[src/rtl/mem_port_arbiter_if.sv]
// Bus bundle for mem_port_arbiter: fetch (I) port, memory-stage (D) port,
// unified memory port and the two performance counters.
// slave  = arbiter side, master = pipeline/memory side.
interface mem_port_arbiter_if #(
    parameter int XLEN = 32
);
    logic            IReq;
    logic [XLEN-1:0] IAddr;
    logic [XLEN-1:0] IRdata;
    logic            DReq;
    logic            DWe;
    logic [XLEN-1:0] DAddr;
    logic [XLEN-1:0] DWdata;
    logic [3:0]      DBe;
    logic [XLEN-1:0] DRdata;
    logic            MemStall;
    logic            MemReq;
    logic            MemWe;
    logic [XLEN-1:0] MemAddr;
    logic [XLEN-1:0] MemWdata;
    logic [3:0]      MemBe;
    logic [XLEN-1:0] MemRdata;
    logic            MemDone;
    logic [31:0]     PerfConf;
    logic [31:0]     PerfStall;

    modport slave (
        input  IReq, IAddr, DReq, DWe, DAddr, DWdata, DBe, MemRdata, MemDone,
        output IRdata, DRdata, MemStall, MemReq, MemWe, MemAddr, MemWdata, MemBe,
               PerfConf, PerfStall
    );

    modport master (
        output IReq, IAddr, DReq, DWe, DAddr, DWdata, DBe, MemRdata, MemDone,
        input  IRdata, DRdata, MemStall, MemReq, MemWe, MemAddr, MemWdata, MemBe,
               PerfConf, PerfStall
    );
endinterface

[src/rtl/mem_port_arbiter.sv]
// mem_port_arbiter: shares one single-ported memory between fetch (I) and
// memory stage (D). Each port gets at most one access per pipeline advance;
// MemStall freezes the pipeline until every requesting port holds its data.
// D wins conflicts (older instruction) unless it has already won
// MAX_D_STREAK times in a row while I waited.
// Optional macro ARB_PERF_CNT_EN adds conflict/stall cycle counters;
// without it PerfConf/PerfStall are tied to zero.
module mem_port_arbiter #(
    parameter int XLEN         = 32,
    parameter int MAX_D_STREAK = 4
) (
    input  logic                clk,
    input  logic                reset_n,
    mem_port_arbiter_if.slave   bus
);
    localparam int SW = $clog2(MAX_D_STREAK + 1);

    typedef enum logic [1:0] {IDLE, BUSY_I, BUSY_D} state_t;

    state_t          state_q, state_d;
    logic            i_done_q, i_done_d;
    logic            d_done_q, d_done_d;
    logic [XLEN-1:0] i_buf_q, i_buf_d;
    logic [XLEN-1:0] d_buf_q, d_buf_d;
    logic [SW-1:0]   d_streak_q, d_streak_d;

    logic            i_pend, d_pend, mem_stall, advance;
    logic            mem_req, mem_we;
    logic [XLEN-1:0] mem_addr, mem_wdata;
    logic [3:0]      mem_be;

    // Next-state, grant selection and memory-port drive
    always_comb begin
        i_pend     = bus.IReq & ~i_done_q;
        d_pend     = bus.DReq & ~d_done_q;
        mem_stall  = i_pend | d_pend;
        advance    = ~mem_stall;

        state_d    = state_q;
        // done flags live only while the port keeps requesting and the
        // pipeline has not advanced past it
        i_done_d   = i_done_q & bus.IReq & ~advance;
        d_done_d   = d_done_q & bus.DReq & ~advance;
        i_buf_d    = i_buf_q;
        d_buf_d    = d_buf_q;
        d_streak_d = i_pend ? d_streak_q : '0;

        mem_req    = 1'b0;
        mem_we     = 1'b0;
        mem_addr   = '0;
        mem_wdata  = '0;
        mem_be     = 4'b0000;

        case (state_q)
            IDLE: begin
                if (d_pend && !(i_pend && d_streak_q == SW'(MAX_D_STREAK))) begin
                    state_d = BUSY_D;
                    if (i_pend && d_streak_q != SW'(MAX_D_STREAK))
                        d_streak_d = d_streak_q + SW'(1);
                end else if (i_pend) begin
                    state_d    = BUSY_I;
                    d_streak_d = '0;
                end
            end
            BUSY_I: begin
                mem_req  = 1'b1;
                mem_addr = bus.IAddr;
                if (bus.MemDone) begin
                    i_buf_d  = bus.MemRdata;
                    i_done_d = bus.IReq;
                    state_d  = IDLE;
                end
            end
            BUSY_D: begin
                mem_req   = 1'b1;
                mem_we    = bus.DWe;
                mem_addr  = bus.DAddr;
                mem_wdata = bus.DWdata;
                mem_be    = bus.DBe;
                if (bus.MemDone) begin
                    if (!bus.DWe)
                        d_buf_d = bus.MemRdata;
                    d_done_d = bus.DReq;
                    state_d  = IDLE;
                end
            end
            default: state_d = IDLE;
        endcase
    end

    // State, done flags, data buffers and fairness streak
    always_ff @(posedge clk) begin
        if (!reset_n) begin
            state_q    <= IDLE;
            i_done_q   <= 1'b0;
            d_done_q   <= 1'b0;
            i_buf_q    <= '0;
            d_buf_q    <= '0;
            d_streak_q <= '0;
        end else begin
            state_q    <= state_d;
            i_done_q   <= i_done_d;
            d_done_q   <= d_done_d;
            i_buf_q    <= i_buf_d;
            d_buf_q    <= d_buf_d;
            d_streak_q <= d_streak_d;
        end
    end

    assign bus.MemStall = mem_stall;
    assign bus.MemReq   = mem_req;
    assign bus.MemWe    = mem_we;
    assign bus.MemAddr  = mem_addr;
    assign bus.MemWdata = mem_wdata;
    assign bus.MemBe    = mem_be;
    assign bus.IRdata   = i_buf_q;
    assign bus.DRdata   = d_buf_q;

`ifdef ARB_PERF_CNT_EN
    logic [31:0] perf_conf_q, perf_conf_d;
    logic [31:0] perf_stall_q, perf_stall_d;

    // Free-running wrap-around event counters
    always_comb begin
        perf_conf_d  = perf_conf_q + {31'b0, i_pend & d_pend};
        perf_stall_d = perf_stall_q + {31'b0, mem_stall};
    end

    // Counter registers, cleared by reset
    always_ff @(posedge clk) begin
        if (!reset_n) begin
            perf_conf_q  <= '0;
            perf_stall_q <= '0;
        end else begin
            perf_conf_q  <= perf_conf_d;
            perf_stall_q <= perf_stall_d;
        end
    end

    assign bus.PerfConf  = perf_conf_q;
    assign bus.PerfStall = perf_stall_q;
`else
    assign bus.PerfConf  = 32'd0;
    assign bus.PerfStall = 32'd0;
`endif
endmodule
[src/flat_wrapper.sv]
// flat-port wrapper written by rule: the top's interface ports become plain ports
module mem_port_arbiter_flat 
#(
    parameter int XLEN         = 32,
    parameter int MAX_D_STREAK = 4
)
  (clk, reset_n, bus_IReq, bus_IAddr, bus_DReq, bus_DWe, bus_DAddr, bus_DWdata, bus_DBe, bus_MemRdata, bus_MemDone, bus_IRdata, bus_DRdata, bus_MemStall, bus_MemReq, bus_MemWe, bus_MemAddr, bus_MemWdata, bus_MemBe, bus_PerfConf, bus_PerfStall);
  mem_port_arbiter_if #(.XLEN(XLEN)) bus_i ();
  input  logic clk;
  input  logic reset_n;
  input wire logic [$bits(bus_i.IReq)-1:0] bus_IReq;
  input wire logic [$bits(bus_i.IAddr)-1:0] bus_IAddr;
  input wire logic [$bits(bus_i.DReq)-1:0] bus_DReq;
  input wire logic [$bits(bus_i.DWe)-1:0] bus_DWe;
  input wire logic [$bits(bus_i.DAddr)-1:0] bus_DAddr;
  input wire logic [$bits(bus_i.DWdata)-1:0] bus_DWdata;
  input wire logic [$bits(bus_i.DBe)-1:0] bus_DBe;
  input wire logic [$bits(bus_i.MemRdata)-1:0] bus_MemRdata;
  input wire logic [$bits(bus_i.MemDone)-1:0] bus_MemDone;
  output wire logic [$bits(bus_i.IRdata)-1:0] bus_IRdata;
  output wire logic [$bits(bus_i.DRdata)-1:0] bus_DRdata;
  output wire logic [$bits(bus_i.MemStall)-1:0] bus_MemStall;
  output wire logic [$bits(bus_i.MemReq)-1:0] bus_MemReq;
  output wire logic [$bits(bus_i.MemWe)-1:0] bus_MemWe;
  output wire logic [$bits(bus_i.MemAddr)-1:0] bus_MemAddr;
  output wire logic [$bits(bus_i.MemWdata)-1:0] bus_MemWdata;
  output wire logic [$bits(bus_i.MemBe)-1:0] bus_MemBe;
  output wire logic [$bits(bus_i.PerfConf)-1:0] bus_PerfConf;
  output wire logic [$bits(bus_i.PerfStall)-1:0] bus_PerfStall;
  assign bus_i.IReq = bus_IReq;
  assign bus_i.IAddr = bus_IAddr;
  assign bus_i.DReq = bus_DReq;
  assign bus_i.DWe = bus_DWe;
  assign bus_i.DAddr = bus_DAddr;
  assign bus_i.DWdata = bus_DWdata;
  assign bus_i.DBe = bus_DBe;
  assign bus_i.MemRdata = bus_MemRdata;
  assign bus_i.MemDone = bus_MemDone;
  assign bus_IRdata = bus_i.IRdata;
  assign bus_DRdata = bus_i.DRdata;
  assign bus_MemStall = bus_i.MemStall;
  assign bus_MemReq = bus_i.MemReq;
  assign bus_MemWe = bus_i.MemWe;
  assign bus_MemAddr = bus_i.MemAddr;
  assign bus_MemWdata = bus_i.MemWdata;
  assign bus_MemBe = bus_i.MemBe;
  assign bus_PerfConf = bus_i.PerfConf;
  assign bus_PerfStall = bus_i.PerfStall;
  mem_port_arbiter #(.XLEN(XLEN), .MAX_D_STREAK(MAX_D_STREAK)) u_core (.clk(clk), .reset_n(reset_n), .bus(bus_i));
endmodule
[config.mk]
export PLATFORM = sky130hd
export DESIGN_NAME = mem_port_arbiter_flat
export DESIGN_NICKNAME = d
export VERILOG_FILES = /design/src/rtl/mem_port_arbiter_if.sv /design/src/rtl/mem_port_arbiter.sv /design/src/flat_wrapper.sv
export SDC_FILE = /design/constraint.sdc
export NUM_CORES = 1
export LEC_CHECK = 0
export ABC_CLOCK_PERIOD_IN_PS = 2550
export CAP_MARGIN = 20
export CORE_AREA = 2 2 130 132
export CTS_CLUSTER_SIZE = 24
export DETAILED_ROUTE_END_ITERATION = 10
export DIE_AREA = 0 0 132 134
export PLACE_DENSITY = 0.66
export SLEW_MARGIN = 10
export SYNTH_ARGS = -nofsm -noshare
export SYNTH_HDL_FRONTEND = slang
export SYNTH_SLANG_ARGS = --single-unit
[constraint.sdc]
create_clock -name clk -period 2.55 [get_ports clk]
set_input_delay 0.3825 -clock clk [delete_from_list [all_inputs] [get_ports clk]]
set_output_delay 0.3825 -clock clk [all_outputs]
set_load 0.02 [all_outputs]
# Word-level counts from Yosys, hierarchy flattened
# Index checks and enable logic that the tools add are counted.
dict set report totals {
  reg_bits 71
  in_bits 138
  elab_cells 50
}
dict set report classes {
  n_eq_ne 6
  reduce_logical 9
  add_sub_neg 1
  muxes 18
  n_bitwise 10
}
# op n
set ops {}
lappend ops {{32-bit one-hot mux with 2 select lines} 1}
lappend ops {{32-bit two-way mux} 1}
lappend ops {{3-bit two-way mux} 5}
lappend ops {{1-bit bitwise AND} 6}
lappend ops {{1-bit two-way mux} 6}
lappend ops {{2-bit two-way mux} 3}
lappend ops {{4-bit two-way mux} 1}
lappend ops {{2-bit one-hot mux with 2 select lines} 1}
lappend ops {{2-bit AND reduction} 2}
lappend ops {{3-bit by 1-bit adder with 3-bit output (second input constant)} 1}
lappend ops {{3-bit == test (second input constant)} 1}
lappend ops {{1-bit logical AND} 3}
lappend ops {{3-bit by 1-bit inequality test with 1-bit output (second input constant)} 1}
lappend ops {{3-bit inequality test (second input constant)} 1}
lappend ops {{1-bit inverter} 3}
lappend ops {{3-bit AND reduction} 1}
lappend ops {{2-bit by 1-bit == test with 1-bit output (second input constant)} 1}
lappend ops {{2-bit == test (second input constant)} 1}
lappend ops {{2-bit zero test} 1}
lappend ops {{2-bit by 1-bit inequality test with 1-bit output (second input constant)} 1}
lappend ops {{2-bit OR reduction} 1}
lappend ops {{1-bit zero test} 1}
lappend ops {{1-bit OR} 1}

# Logic depth before layout (Yosys ltp)
dict set report depth {
  word_depth 7
  mapped_depth 8
}

# Worst setup path after synthesis
# OpenSTA, ideal clock, no wires.
dict set report synth_timing {
  path_kind {reg2out}
  from {reg u_core.state_q[0]}
  to {out bus_MemAddr[10]}
  t_arrival_ns 1.433
  path_stages_with_launch 5
  slack_ns 0.734
  path_cell_list {dfxtp_1 -> inv_1 -> ha_1 -> clkbuf_1 -> nor2b_1}
}
dict set report synth_via {
  elab_chain_len 2
}
# element line_no
set synth_lines {}
lappend synth_lines {{from (decl)} mem_port_arbiter.sv:20} ;# state_t state_q, state_d;
lappend synth_lines {{from (signal assigned)} mem_port_arbiter.sv:101} ;# state_q <= state_d;
lappend synth_lines {{2-bit == test or 2-bit by 1-bit == test with 1-bit output (tied branches)} mem_port_arbiter.sv:54} ;# case (state_q)
lappend synth_lines {{32-bit one-hot mux with 2 select lines *} mem_port_arbiter.sv:54}
lappend synth_lines {{to (decl)} flat_wrapper.sv:25} ;# output wire logic [$bits(bus_i.MemAddr)-1:0] bus_MemAddr;
# Every way passes the cells marked *; elsewhere a longest branch is shown, timed or not.

# Worst setup path after layout
dict set report layout_timing {
  from {reg u_core.state_q[0]}
  to {out bus_MemWdata[3]}
}
dict set report layout_via {
  elab_chain_len 2
}
# element line_no
set layout_lines {}
lappend layout_lines {{2-bit == test} mem_port_arbiter.sv:54}
lappend layout_lines {{32-bit two-way mux} mem_port_arbiter.sv:54}
lappend layout_lines {{to (decl)} flat_wrapper.sv:26} ;# output wire logic [$bits(bus_i.MemWdata)-1:0] bus_MemWdata;
# Every way passes these cells.

==> flow_summary.yaml <==
placed_design:
  placed_cell_area_um2: 6670
  dp.final_hpwl_mm: 11.8
  gp_congestion: 0.792
  dp.cells: 981
  io_buffers: 272
critical_path:
  required_ns: 2.17
  r2r_end: "u_core.bus.DRdata[23]"
  worstSetupStartpoint: "u_core.state_q[0]"
  start_kind: "flip-flop"
  endpoint: "bus_MemWdata[3]"
  reg2reg_depth: 7
  r2r_slack_ns: 0.91
  path_class: "reg2out"
  rr_startpoint: "u_core.state_q[0]"
  path_max_fanout: 58
  cp.arrival_ns: 1.99
  worstSetupEndpointType: "primary output"
logic_synthesis:
  yosysMostFrequentCell: "nand2_1"
  yosysUniqueCellTypes: 27
  async_reset_ff_frac: 0
  yosys-top-cells-area: "dfxtp_1 36%, buf_4 13%, nand2_1 13%, a21oi_1 7.4%, a22oi_1 6.3%"
  syn-instance-count: 514
  netlist_area_um2: 3940
  ys_seq_elements: 71
  synth_warnings: 0
  synth_top_area_frac: 0.361
  syn_avg_cell_area_um2: 7.66
  ys_seq_area_frac: 0.361
  yosys-top-cells-count: "134 x nand2_1, 71 x dfxtp_1, 67 x buf_4"
  synth_edf_count: 0
  ys.flop_type: "dfxtp_1"
  synth.largest_area_cell: "dfxtp_1"
clocking:
  clockBufferDepth: 2
  clockRootBuffer: "clkbuf_16"
  clock-sinks: 71
  cts_hold_buf: 0
  cts_tree: "built"
  htreeDepth: 3
  clkLatencyLatePin_ns: 0.32
  cts.clk_slew.worst_paths_ns: 0.05
  cts_buffers: 9
floorplan:
  ios: 337
  die_w_um: 132
  die_h_um: 134
  core_um2: 16300
  std_cell_rows: 47
  start_util: 0.242
  dieArea_um2: 17700
global_route:
  grt_first_pass_wirelength_mm: 22.3
  antenna_found_initial: 0
  grt_use_met2: 0.285
  grt.total_usage: 0.161
  grt_pass1_vias: 3976
  busiest_layer: "met2"
  overflow: 0
  grt_use_met3: 0.0529
  grt_use_met1: 0.184
  grt_max_degree: 59
detailed_routing:
  drt_iter0_drc: 117
  dr.pass1.iters: 4
  drc_errors: 0
  routed-via-count: 4097
  avgRoutedWirePerCell_um: 14.8
  viasPerCell: 4.11
  drtAntennaViolNets: 0
  routed_wl_mm: 14.7
layout:
  final_area_um2: 6980
  fin_util: 0.429
  diodes: 0
  fin_nets: 915
  area_growth_pct: 77.3
  final.fill_count: 1690
  multi_input_area_um2: 2040
  final-instance-count-excl-fill: 996
  drive_gt1_frac: 0.0619
  seq_area_um2: 1420
power:
  power.leakage_nw: 2.85
  finalPower_mw: 3.21
  irDropWorstVdd_mv: 0.216
  power_density_nw_per_um2: 459
sta:
  fin_tns_setup_ns: 0
  fmax_mhz: 422
  finalMaxSlewViolations: 0
  setup_viol: 0
  grt_setup_unrepaired: "no"
  period_needed_ns: 2.37
  finalCritPeriodShare: 0.929
  hold_violations: 0
  fin_skew_ns: 0.00328
flow_run:
  max_cap_viol_count: 0
outcome:
  status: "complete, no violations"
min_path:
  hold_class: "reg2reg"
[cell usage in the layout, fill, tap and decap left out, drive strengths merged, types with 2 or more instances in the layout]
cell and n:
a21oi 67, a22oi 33, a31oi 2, and2 39
buf 21, clkbuf 11, clkdlybuf4s50 240, clkinv 3
conb 64, dfxtp 71, dlygate4sd2 3, dlymetal6s2s 21
ha 5, inv 5, nand2 134, nand2b 5
nand4 5, nor2 2, nor2b 34, o2111ai 2
or2 2
[layout make-up]
cell class                 count  share of cell area
tap                          220              0.0394
clock inverter                 4             0.00323
timing repair buffer         285               0.424
clock buffer                  11              0.0348
multi-input combinational    400               0.292
inverter                       5             0.00269
sequential                    71               0.204
[state kept, by name (all words and copies together) (netlist names)]
signal and count:
u_core.bus.DRdata 32, u_core.d_done_q 1, u_core.state_q 2, u_core.i_done_q 1, u_core.d_streak_q 3, u_core.bus.IRdata 32
[power breakdown]
group / switching [mW] / internal [mW] / leakage [nW]
combinational: 0.467 / 0.463 / 2.14
sequential: 0.0154 / 1.14 / 0.574
clock: 0.450 / 0.674 / 0.131
[repair_timing]
item | in CTS | in global routing
setup endpoints to repair | 3 | 21
resized for setup | 3 | 21
hold endpoints to repair | 0 | 0
setup buffers | 0 | 0
[metal layers]
layer	part of all wire	up-vias
li1	-	2059
met1	0.40	1844
met2	0.51	182
met3	0.079	12
met4	0.015	0
met5	0	-
[worst max-delay path: stages, from the launching register on]
cell and delay (ns):
dfxtp_1 0.33, inv_1 0.10, ha_2 0.22, buf_12 0.22, and2_1 0.16, clkdlybuf4s50_1 0.63
[metrics by stage]
stage                     hold WS (ns)  setup slack, ns
final                            0.450            0.181
after global placement           0.441            0.330
after CTS                        0.454           0.0121
after floorplan                  0.459            0.734
after detailed placement         0.446            0.341
after global routing             0.471           0.0510
[worst min path at each step]
stage / to / from / cells past startpoint
2_1_floorplan: u_core.d_streak_q[1] / u_core.d_streak_q[1] / 2
4_1_cts: u_core.bus.DRdata[4] / u_core.bus.DRdata[4] / 2
3_3_place_gp: u_core.bus.DRdata[4] / u_core.bus.DRdata[4] / 2
6_report: u_core.bus.IRdata[19] / u_core.bus.IRdata[19] / 2
3_5_place_dp: u_core.bus.DRdata[4] / u_core.bus.DRdata[4] / 2
5_1_grt: u_core.bus.IRdata[2] / u_core.bus.IRdata[2] / 2
[cells by family after synthesis]
kind of cell    synth area share
simple gates               0.273
other cells             0.000952
compound gates             0.168
flops                      0.361
buf+inv                    0.182
fa+ha+maj                 0.0159
No activity file was read; power rests on OpenSTA's default activity.
